[src/rtl/bcd_round_judge.sv]
// Round judge for the card game: waits for every player, judges each Slave
// against the Master one per clock, converts the Master total to BCD and keeps per-Slave win tallies.
module bcd_round_judge #(
    parameter int NUM_SLAVES = 2,
    parameter int VALUE_W    = 5,
    parameter int BUST_LIMIT = 21,
    parameter int WINS_W     = 4
) (
    input  logic                           clk,
    input  logic                           rst_n,
    input  logic                           roundStart,
    input  logic                           clearTally,
    input  logic [NUM_SLAVES-1:0]          finishSlave,
    input  logic                           finishMaster,
    input  logic [NUM_SLAVES*VALUE_W-1:0]  totalValueSlave,
    input  logic [VALUE_W-1:0]             totalValueMaster,
    output logic                           resultValid,
    output logic [2*NUM_SLAVES-1:0]        SlaveState,
    output logic [1:0]                     MasterState,
    output logic [3:0]                     ScoreTen,
    output logic [3:0]                     ScoreOne,
    output logic [NUM_SLAVES*WINS_W-1:0]   SlaveWins
);
    localparam int                IDX_W    = (NUM_SLAVES > 1) ? $clog2(NUM_SLAVES) : 1;
    localparam logic [IDX_W-1:0]  LAST_K   = IDX_W'(NUM_SLAVES - 1);
    localparam logic [VALUE_W:0]  BUST_L   = (VALUE_W + 1)'(BUST_LIMIT);
    localparam logic [WINS_W-1:0] WINS_MAX = '1;

    typedef enum logic [2:0] {
        S_IDLE,
        S_WAIT,
        S_JUDGE,
        S_BCD,
        S_DONE
    } state_t;

    state_t             state_q;
    logic [IDX_W-1:0]   k_q;
    logic [VALUE_W-1:0] slave_tot_q [NUM_SLAVES];
    logic [VALUE_W-1:0] master_tot_q;
    logic [6:0]         w_q;
    logic [3:0]         tens_q;
    logic [3:0]         nwin_q;
    logic [3:0]         nlose_q;
    logic               valid_q;
    logic [1:0]         slave_state_q [NUM_SLAVES];
    logic [1:0]         master_state_q;
    logic [3:0]         ten_q;
    logic [3:0]         one_q;
    logic [WINS_W-1:0]  wins_q [NUM_SLAVES];

    logic [1:0]         res_d;
    logic [3:0]         nwin_d;
    logic [3:0]         nlose_d;

    // Bust is checked one bit wider than the totals so BUST_LIMIT never wraps.
    function automatic logic [1:0] judge(input logic [VALUE_W-1:0] s,
                                         input logic [VALUE_W-1:0] m);
        if ({1'b0, s} > BUST_L)      return 2'b10;
        else if ({1'b0, m} > BUST_L) return 2'b01;
        else if (s > m)              return 2'b01;
        else if (s < m)              return 2'b10;
        else                         return 2'b11;
    endfunction

    function automatic logic [WINS_W-1:0] sat_inc(input logic [WINS_W-1:0] c);
        return (c == WINS_MAX) ? c : c + WINS_W'(1);
    endfunction

    function automatic logic [6:0] clamp99(input logic [VALUE_W-1:0] m);
        logic [6:0] mx;
        mx = 7'(m);
        return (mx > 7'd99) ? 7'd99 : mx;
    endfunction

    always_comb begin
        res_d   = judge(slave_tot_q[k_q], master_tot_q);
        nwin_d  = nwin_q + 4'(res_d == 2'b01);
        nlose_d = nlose_q + 4'(res_d == 2'b10);
    end

    always_ff @(posedge clk) begin
        if (!rst_n) begin
            state_q        <= S_IDLE;
            k_q            <= '0;
            master_tot_q   <= '0;
            w_q            <= '0;
            tens_q         <= '0;
            nwin_q         <= '0;
            nlose_q        <= '0;
            valid_q        <= 1'b0;
            master_state_q <= '0;
            ten_q          <= '0;
            one_q          <= '0;
            for (int i = 0; i < NUM_SLAVES; i++) begin
                slave_tot_q[i]   <= '0;
                slave_state_q[i] <= '0;
                wins_q[i]        <= '0;
            end
        end else begin
            if (roundStart) begin
                // A new round aborts whatever is in flight; tallies are untouched.
                state_q        <= S_WAIT;
                valid_q        <= 1'b0;
                master_state_q <= '0;
                ten_q          <= '0;
                one_q          <= '0;
                for (int i = 0; i < NUM_SLAVES; i++) slave_state_q[i] <= '0;
            end else begin
                case (state_q)
                    S_IDLE: ;
                    S_WAIT: begin
                        if (finishMaster && (&finishSlave)) begin
                            for (int i = 0; i < NUM_SLAVES; i++)
                                slave_tot_q[i] <= totalValueSlave[i*VALUE_W +: VALUE_W];
                            master_tot_q <= totalValueMaster;
                            w_q          <= clamp99(totalValueMaster);
                            tens_q       <= '0;
                            k_q          <= '0;
                            nwin_q       <= '0;
                            nlose_q      <= '0;
                            state_q      <= S_JUDGE;
                        end
                    end
                    S_JUDGE: begin
                        slave_state_q[k_q] <= res_d;
                        nwin_q             <= nwin_d;
                        nlose_q            <= nlose_d;
                        if (k_q == LAST_K) begin
                            state_q <= S_BCD;
                            if (nlose_d > nwin_d)      master_state_q <= 2'b01;
                            else if (nlose_d < nwin_d) master_state_q <= 2'b10;
                            else                       master_state_q <= 2'b11;
                        end else begin
                            k_q <= k_q + IDX_W'(1);
                        end
                    end
                    S_BCD: begin
                        if (w_q >= 7'd10) begin
                            w_q    <= w_q - 7'd10;
                            tens_q <= tens_q + 4'd1;
                        end else begin
                            one_q   <= w_q[3:0];
                            ten_q   <= tens_q;
                            valid_q <= 1'b1;
                            state_q <= S_DONE;
                        end
                    end
                    S_DONE: ;
                    default: state_q <= S_IDLE;
                endcase
            end

            // Clear has priority over a same-cycle win.
            for (int i = 0; i < NUM_SLAVES; i++) begin
                if (clearTally)
                    wins_q[i] <= '0;
                else if (!roundStart && state_q == S_JUDGE && k_q == IDX_W'(i) && res_d == 2'b01)
                    wins_q[i] <= sat_inc(wins_q[i]);
            end
        end
    end

    for (genvar i = 0; i < NUM_SLAVES; i++) begin : g_pack
        assign SlaveState[2*i +: 2]          = slave_state_q[i];
        assign SlaveWins[i*WINS_W +: WINS_W] = wins_q[i];
    end

    assign resultValid = valid_q;
    assign MasterState = master_state_q;
    assign ScoreTen    = ten_q;
    assign ScoreOne    = one_q;

endmodule

[config.mk]
export PLATFORM = sky130hd
export DESIGN_NAME = bcd_round_judge
export DESIGN_NICKNAME = d
export VERILOG_FILES = /design/src/rtl/bcd_round_judge.sv
export SDC_FILE = /design/constraint.sdc
export NUM_CORES = 1
export LEC_CHECK = 0
export CAP_MARGIN = 20
export CORE_UTILIZATION = 45
export DETAILED_ROUTE_END_ITERATION = 8
export MAX_ROUTING_LAYER = met4
export PLACE_DENSITY = 0.7
export SETUP_SLACK_MARGIN = 0.3
export SYNTH_ARGS = -nofsm -noshare
export SYNTH_HDL_FRONTEND = slang
export SYNTH_SLANG_ARGS = --single-unit
[constraint.sdc]
create_clock -name clk -period 3.1 [get_ports clk]
set_input_delay 0.31 -clock clk [delete_from_list [all_inputs] [get_ports clk]]
set_output_delay 0.31 -clock clk [all_outputs]
set_load 0.005 [all_outputs]
==> results of run 1 <==
[logic make-up after synthesis]
family                     Yosys count
AOI/OAI and AO/OA                   80
xor gates and xnor gates             8
adders and majority gates           17
buffers and inverters               33
DFF                                 62
muxes                               13
and+or+nand+nor                    100
[cells in the final DEF, fill, tap and decap left out, types with 3 or more instances in the layout]
cell,n
clkdlybuf4s50_1,44
dfxtp_1,39
edfxtp_1,22
a21oi_1,20
nor2_1,20
inv_1,16
nand2_1,15
buf_4,13
and2_1,10
mux2i_1,9
ha_1,9
clkbuf_8,9
o21ai_0,8
nand3_1,8
o31ai_1,8
nand2b_1,7
o21ai_1,6
a22o_1,6
ha_4,6
o211ai_1,5
nor4_1,5
mux2_4,4
xnor2_1,4
or4_1,4
nor3_1,4
xor2_1,3
a21o_1,3
nor2b_1,3
or3_1,3
clkinv_2,3
[cell type report]
cell class / count / area [sq um]
fill: 595 / 2760
multi-input combinational: 218 / 1700
sequential: 62 / 1470
timing repair buffer: 57 / 538
clock buffer: 10 / 128
tap: 96 / 120
inverter: 17 / 63.8
clock inverter: 6 / 52.6
[what timing repair did]
item / in CTS / in global routing
pin swaps: 3 / 2
setup endpoints to repair: 2 / 2
gates resized for setup: 5 / 4
setup buffers: 1 / 0
cloned: 0 / 0
[critical path, cell delays in order, from the launching register on]
cell and delay (ns):
dfxtp_4 0.40, mux2_4 0.32, ha_4 0.22, a211oi_2 0.24, o22ai_2 0.11, o211ai_2 0.25, inv_2 0.08, ha_4 0.17
ha_4 0.16, xnor2_1 0.12, ha_1 0.30, a21o_1 0.19, a211oi_2 0.21, a41oi_1 0.07, a21oi_1 0.13
[layer usage]
metal  track usage  vias to the layer above
li1              -                     1259
met1         0.264                     1175
met2         0.325                       52
met3        0.0343                       10
met4        0.0909                        0
met5             -                        -
[worst max path at each step]
stage                                             end  slack, ns  depth (start not counted)
after detailed placement  MasterState[1]$_SDFFE_PP0P_      -0.11                         13
after global placement    MasterState[1]$_SDFFE_PP0P_      -0.08                         13
after global routing      MasterState[1]$_SDFFE_PP0P_      -0.11                         14
after CTS                 MasterState[1]$_SDFFE_PP0P_      0.005                         14
final                     MasterState[1]$_SDFFE_PP0P_       0.06                         14
after floorplan           MasterState[1]$_SDFFE_PP0P_       0.03                         16
[registers in the layout, summed over array words and instances, names as in the netlist, 5 cells and up, named ones only]
signal,cells
master_tot_q,5
wins_q,8
slave_tot_q,10
w_q,7
[cells in the mapped netlist, types with 2 or more instances]
cell type / n
nand2b_1: 7
inv_1: 17
and4b_1: 2
a22o_1: 6
mux2_2: 3
mux2i_1: 9
nor2_1: 20
nand3_1: 8
a211oi_1: 4
edfxtp_1: 22
buf_2: 6
xnor2_1: 4
buf_4: 3
or3_1: 3
a21oi_1: 20
nor3b_1: 2
o21a_1: 2
xor2_1: 4
nand2_1: 15
nor4_1: 6
dfxtp_1: 40
a21o_1: 3
and2_1: 10
nor3_1: 4
o22ai_1: 2
clkbuf_1: 6
o21ai_1: 6
ha_1: 17
o211ai_2: 2
and3_1: 2
a31oi_1: 2
o211ai_1: 5
or4_1: 4
nor2b_1: 3
o21ai_0: 9
o31ai_1: 8
[power breakdown]
group / switching, uW / leakage (uW) / internal, uW
clock network: 301 / 0.0000949 / 361
logic: 87.3 / 0.000780 / 91.0
registers: 14.3 / 0.000560 / 856
[per-stage QoR]
step	setup WS (ns)	power (uW)	instance area, sq um
after CTS	0.00483	1720	4050
final	0.0625	1710	4070
after floorplan	0.0255	987	3280
after detailed placement	-0.114	1060	3830
after global placement	-0.0769	1060	3830
after global routing	-0.108	1780	4070
==> impl_metrics.ini, run 1 <==
[timing]
worst_pin_slew_ns = 0.694
drv_slew = 0
hold_viol = 0
fmax_mhz = 329
fin_crit_sh = 0.980
slew-limit-headroom = 0.532
fin_crit_ns = 3.04
skew_ns = 0.00651
fin_tns_setup_ns = 0
setup_viol = 0
hold_ws_ns = 0.480
rsz0062_at_grt = true

[setup_path]
startpoint_type = flop
critical_path_arrival_ns = 3.31
worstRegToRegCells = 14
worstPathMaxFanout = 6
r2r_end = MasterState[1]$_SDFFE_PP0P_
crit_type = flop to flop
r2r_slack_ns = 0.06
endpoint_kind = flop
required_ns = 3.37

[yosys]
synth_compound_area_frac = 0.172
yosys.area_share.adder = 0.0667
syn_nets = 352
synthSimpleGateAreaFrac = 0.191
netlist_instances = 313
avgSynthCellArea_sq_um = 10.2
synthArstFlopShare = 0
yosysSeqAreaShare = 0.458
ys_types = 63
yosysWarnings = 0
synth_top_area_cell = dfxtp_1
ys_ff_latch = 62
synth_top_area_share = 0.251
synth_top_family_by_area = simple AND/OR/NAND/NOR gates
synth_edf_count = 22
syn_area_sq_mm = 0.00319
synth_xor_area_frac = 0.0220
synth_area_leaders = dfxtp_1, edfxtp_1, ha_1, a21oi_1, mux2i_1
synthFlopType = dfxtp_1
synthMuxAreaShare = 0.0435

[cells_and_area]
n_antenna_cell = 0
layout.nets = 404
area_delta_synth_final_pct = 27.6
stdcell_count = 466
drive_gt1_frac = 0.157
finish.utilization = 0.596

[pwr]
vdd_ir_drop_max_mv = 0.344
leakage_uw = 0.00143
p_per_area_mw_per_mm2 = 420

[clocking]
hold_buffers = 0
cts.clk_slew.worst_paths_ns = 0.07
clock_latency_ns = 0.34
htreeDepth = 3
cts_tree = yes
cts_buffers = 9
root_buffer = clkbuf_8
clockBufferDepth = 2
cts_sinks = 62

[drt]
wl_met3_um = 199
drc = 0
via_count = 2496
wire_per_inst_um = 14.8
met1_length_um = 3360
firstDrtPassIters = 4
routed_via_density = 5.36
dr_wl_met2_um = 3220
drtIter0Drc = 81
top_layer_used = met4
wl_um = 6910
ant_nets = 0

[grt]
antenna_found_initial = 0
gr-usage-all-layers = 0.207
grt_pass1_wl_um = 11400
grt_pass1_vias = 2425
grt_max_degree = 21
gr-total-overflow = 0

[die]
pin_count = 45
rows = 30
dieArea_sq_mm = 0.00743
initial_utilization = 0.467
die_w_um = 86.2
die_y_um = 86.2
core_area_sq_mm = 0.00683

[hold_path]
hp-class = flop to flop
hold-path-cell-count = 2
hold_end = w_q[0]$_SDFFE_PN0P_
hold_start = w_q[0]$_SDFFE_PN0P_

[run_status]
outcome = complete, no violations

[placement]
port_buffers = 44
dp_hpwl_um = 5050
dp_cells = 449
gp_congestion = 0.812

[run]
cap_violations = 0
Note: power is estimated with default switching activity, not from simulation.
==> inputs of run 2 (changes only) <==
--- a/config.mk
+++ b/config.mk
@@ -8,4 +8,5 @@
 export CAP_MARGIN = 20
 export CORE_UTILIZATION = 45
+export CTS_BUF_LIST = sky130_fd_sc_hd__clkbuf_2 sky130_fd_sc_hd__clkbuf_4 sky130_fd_sc_hd__clkbuf_8
 export DETAILED_ROUTE_END_ITERATION = 8
 export MAX_ROUTING_LAYER = met4
==> constraint.sdc (replaced) <==
create_clock -name clk -period 3.1 [get_ports clk]
set_input_delay 0.775 -clock clk [delete_from_list [all_inputs] [get_ports clk]]
set_output_delay 0.775 -clock clk [all_outputs]
set_load 0.005 [all_outputs]
==> run 2 against run 1 <==
Effect of this change:
- cell count increased by 1.7%
- wire length increased by 1.9%
- design area increased by 1.7%
==> impl_metrics.ini, run 2 (synthesis gave the netlist of run 1 again) <==
[run_status]
outcome = complete, no violations

[clocking]
clock_latency_ns = 0.34
cts_tree = yes
cts.clk_slew.worst_paths_ns = 0.07
root_buffer = clkbuf_8
cts_buffers = 9
clockBufferDepth = 2
cts_sinks = 62
htreeDepth = 3
hold_buffers = 0

[drt]
firstDrtPassIters = 8
drtIter0Drc = 81
drc = 0
wire_per_inst_um = 14.8
via_count = 2562
wl_um = 7030
ant_nets = 0
routed_via_density = 5.41

[setup_path]
crit_type = flop to flop
crit_top_cell = ha_4
path_cells = mux2_4 -> ha_4 -> and4_1 -> a21o_1 -> o211ai_2 -> inv_2 -> ha_4 -> ha_4 -> xnor2_1 -> ha_1 -> a21o_1 -> a211oi_2 -> buf_4 -> a211oi_1
crit_slowest_cell = dfxtp_4
critical_path_arrival_ns = 3.29
worstPathMaxFanout = 6
slowest_delay_ns = 0.40
required_ns = 3.31
worstRegToRegCells = 14
startpoint_type = flop
endpoint_kind = flop

[cells_and_area]
drive_gt1_frac = 0.180
regMostFlops = slave_tot_q
reg.largest.list = slave_tot_q x10, wins_q x8, w_q x7
area_delta_synth_final_pct = 29.7
n_antenna_cell = 0
final_common_cell = clkdlybuf4s50_1
largest_reg_flops = 10
mostFrequentLayoutCells = clkdlybuf4s50_1, dfxtp_1, edfxtp_1, buf_4
layout.nets = 412

[timing]
fmax_mhz = 324
setup_viol = 0
worst_pin_slew_ns = 0.937
drv_slew = 0
rsz0062_at_grt = true
skew_ns = 0.00665
fin_crit_sh = 0.996
hold_viol = 0
slew-limit-headroom = 0.369
fin_crit_ns = 3.09
fin_tns_setup_ns = 0

[die]
core_area_sq_mm = 0.00683
rows = 30
initial_utilization = 0.467
die_w_um = 86.2
dieArea_sq_mm = 0.00743
pin_count = 45
die_y_um = 86.2

[pwr]
vdd_ir_drop_max_mv = 0.221
switching_share = 0.241
p_total_uw = 1770
cellInternalPower_uw = 1340
pwr-share-clk = 0.404
seqPwrFrac = 0.492
leakage_uw = 0.00149
power_switching_uw = 425
p_per_area_mw_per_mm2 = 427
pwr-share-comb = 0.104

[placement]
port_buffers = 44
dp_hpwl_um = 5060
gp_congestion = 0.823

[grt]
antenna_found_initial = 0
grt_max_degree = 16
gr-usage-all-layers = 0.212
grt_pass1_wl_um = 11800
grt_pass1_vias = 2491
gr-total-overflow = 0

[hold_path]
hp-class = flop to flop
hold-path-cell-count = 2

[run]
cap_violations = 0
## run 2: cell count changes in the layout (fill, tap and decap cells not counted), sizes merged
cell      change
clkinvlp      +1
clkinv        -2
clkbuf        +1
buf           +8
## run 2: metal layers
layer	vias up	wire, um	track usage
met5	-	0	-
met4	0	87	0.0758
met3	9	257	0.0524
met2	53	3400	0.328
met1	1222	3290	0.273
li1	1278	-	-
## run 2: repair_timing
action                                  4_1_cts  5_1_grt
endpoints found under the hold margin         0        0
setup buffers                                 2        1
pin swaps                                    11        6
endpoints found under the setup margin        2        2
gates resized for setup                       4        4
cloned                                        0        0
## run 2: critical path: cells and delay by family, from the launching register on
| kind | cells | cell delay, ns |
|---|---|---|
| buffers and inverters | 2 | 0.22 |
| multiplexers | 1 | 0.33 |
| flip-flops | 1 | 0.40 |
| adder cells (fa/ha/maj) | 4 | 0.84 |
| AND/OR/NAND/NOR | 1 | 0.21 |
| XOR/XNOR | 1 | 0.12 |
| AO/OA/AOI/OAI | 5 | 0.83 |
## run 2: path summary, 6_finish.rpt
| check | from | end | slack (ns) |
|---|---|---|---|
| min reg2reg | w_q[6]$_SDFFE_PN0P_ | w_q[6]$_SDFFE_PN0P_ | 0.48 |
| max reg2reg | flop | MasterState[0]$_SDFFE_PP0P_ | 0.01 |
| min | w_q[6]$_SDFFE_PN0P_ | w_q[6]$_SDFFE_PN0P_ | 0.48 |
| max | flop | MasterState[0]$_SDFFE_PP0P_ | 0.01 |
## run 2: cell type report
cell class | count | area, sq um
fill | 614 | 2690
clock inverter | 5 | 60.1
sequential | 62 | 1470
tap | 96 | 120
multi-input combinational | 218 | 1690
timing repair buffer | 65 | 598
clock buffer | 11 | 139
inverter | 17 | 63.8
## run 2: power groups by stage
stage | Sequential [uW] | Clock (uW) | Combinational [uW]
3_3_place_gp | 889 | 0 | 173
5_1_grt | 872 | 762 | 201
2_1_floorplan | 884 | 0 | 104
3_5_place_dp | 889 | 0 | 174
4_1_cts | 870 | 724 | 180
6_report | 870 | 713 | 183
## run 2: per-stage QoR
step	cells	utilization	cell area [sq um]	worst slack, ns	hold slack [ns]
3_3_place_gp	455	0.568	3880	-0.0758	0.460
5_1_grt	474	0.606	4140	-0.164	0.517
2_1_floorplan	313	-	3280	0.0255	0.445
4_1_cts	473	0.602	4110	-0.0326	0.483
3_5_place_dp	455	0.568	3880	-0.136	0.471
6_report	474	0.606	4140	0.0133	0.480
==> inputs of run 3 (changes only) <==
Settings changed: ABC_CLOCK_PERIOD_IN_PS set to 3100, DONT_BUFFER_PORTS set to 1, PLACE_DENSITY 0.7 to not set.
==> run 3 against run 2 <==
Effect of this change:
- highest routed layer unchanged
- sequential power barely moved
- clock-buffer cell count stayed put
- sequential share of layout area increased by 5.0 points
- largest cell class unchanged
- combinational power down 27%
==> impl_metrics.ini, run 3 (synthesis gave the netlist of run 1 again) <==
[run_status]
outcome = complete, no violations

[die]
pin_count = 45
die_y_um = 86.2
core_area_sq_mm = 0.00683
die_w_um = 86.2
dieArea_sq_mm = 0.00743
initial_utilization = 0.467
rows = 30

[cells_and_area]
design_area_sq_mm = 0.00363
layout.nets = 360
drive_gt1_frac = 0.190
area_delta_synth_final_pct = 13.6
mostFrequentLayoutCells = dfxtp_1, edfxtp_1, a21oi_1, nor2_1, inv_1
regMostFlops = slave_tot_q
largest_reg_flops = 10
reg.largest.list = slave_tot_q x10, wins_q x8, w_q x7
final_common_cell = dfxtp_1
n_antenna_cell = 0
fillers = 651

[run]
cap_violations = 0

[grt]
grt_pass1_wl_um = 11400
grt_max_degree = 21
gr-total-overflow = 0
antenna_found_initial = 0
grt_pass1_vias = 2366
gr-usage-all-layers = 0.207

[timing]
slew-limit-headroom = 0.516
rsz0062_at_grt = true
fmax_mhz = 324
fin_tns_setup_ns = 0
fin_crit_sh = 0.994
setup_viol = 0
drv_slew = 0
hold_viol = 0
skew_ns = 0.00646
fin_crit_ns = 3.08
hold_ws_ns = 0.483
worst_pin_slew_ns = 0.726

[setup_path]
worstPathMaxFanout = 6
crit_type = flop to flop
endpoint_kind = flop
critical_path_arrival_ns = 3.35
required_ns = 3.37
startpoint_type = flop

[drt]
drtIter0Drc = 131
firstDrtPassIters = 4
wire_per_inst_um = 16.3
wl_um = 6880
routed_via_density = 5.54
ant_nets = 0
via_count = 2338
drc = 0

[pwr]
vdd_ir_drop_max_mv = 0.233
leakage_uw = 0.00127
p_per_area_mw_per_mm2 = 446
p_total_uw = 1620

[clocking]
hold_buffers = 0
cts_sinks = 62
cts_tree = yes
clock_latency_ns = 0.34
cts_buffers = 9
root_buffer = clkbuf_8
htreeDepth = 3
clockBufferDepth = 2
cts.clk_slew.worst_paths_ns = 0.07

[placement]
post_dp_cell_area_sq_mm = 0.00339
port_buffers = 0
gp_congestion = 0.877
dp_hpwl_um = 4920

[hold_path]
hp-class = flop to flop
run 3: changes by cell type in the layout (fill, tap and decap cells not counted), moves of 2 or more:
cell	change
buf_4	-8
clkinv_4	-2
clkdlybuf4s50_1	-44
clkinv_2	+2
run 3: worst paths after layout:
| path | slack (ns) | from | cells past startpoint | to |
|---|---|---|---|---|
| worst max-delay path | 0.02 | flop | 14 | MasterState[1]$_SDFFE_PP0P_ |
| worst min-delay path | 0.48 | tens_q[3]$_SDFFE_PN0P_ | 2 | tens_q[3]$_SDFFE_PN0P_ |
| worst max register to register | 0.02 | flop | 14 | MasterState[1]$_SDFFE_PP0P_ |
| worst min register to register | 0.48 | tens_q[3]$_SDFFE_PN0P_ | 2 | tens_q[3]$_SDFFE_PN0P_ |
run 3: final cells by class:
cell class / count / area (sq um) / share of cell area
flip-flops and latches: 62 / 1470 / 0.404
inverters: 17 / 63.8 / 0.0176
clock inverters: 5 / 26.3 / 0.00725
clock buffers: 11 / 139 / 0.0383
well taps: 96 / 120 / 0.0331
repair buffers: 13 / 97.6 / 0.0269
multi-input cells: 218 / 1710 / 0.473
run 3: power breakdown:
group | internal (uW) | switching [uW]
Combinational | 59.9 | 73.3
Sequential | 856 | 16.1
Clock | 301 | 310
Total | 1220 | 399
run 3: what timing repair did:
| item | 4_1_cts | 5_1_grt |
|---|---|---|
| buffers inserted | 1 | 0 |
| gates resized for setup | 6 | 5 |
| cloned | 0 | 0 |
| pin swaps | 1 | 10 |
| setup endpoints to repair | 2 | 2 |
run 3: per-stage QoR:
stage,util,setup WS (ns),cells
floorplan,-,0.0255,313
finish,0.531,0.0174,422
CTS,0.528,0.0152,422
global route,0.531,-0.175,422
detailed placement,0.497,-0.109,405
global placement,0.497,-0.0651,405
run 3: critical path: stages, from the launching register on:
cell	delay [ns]
dfxtp_4	0.40
mux2_4	0.33
ha_4	0.21
and4_4	0.19
a21o_1	0.20
o211ai_2	0.23
inv_2	0.07
ha_4	0.17
ha_4	0.16
xnor2_2	0.12
ha_1	0.33
a21o_1	0.18
a211oi_2	0.23
a41oi_2	0.05
a21oi_1	0.14
run 3: routing by layer:
metal | part of all wire | vias up | track usage | wire length [um]
li1 | - | 1173 | - | -
met1 | 0.47 | 1092 | 0.270 | 3260
met2 | 0.45 | 64 | 0.298 | 3090
met3 | 0.062 | 9 | 0.0505 | 425
met4 | 0.015 | 0 | 0.106 | 104
met5 | 0 | - | - | 0
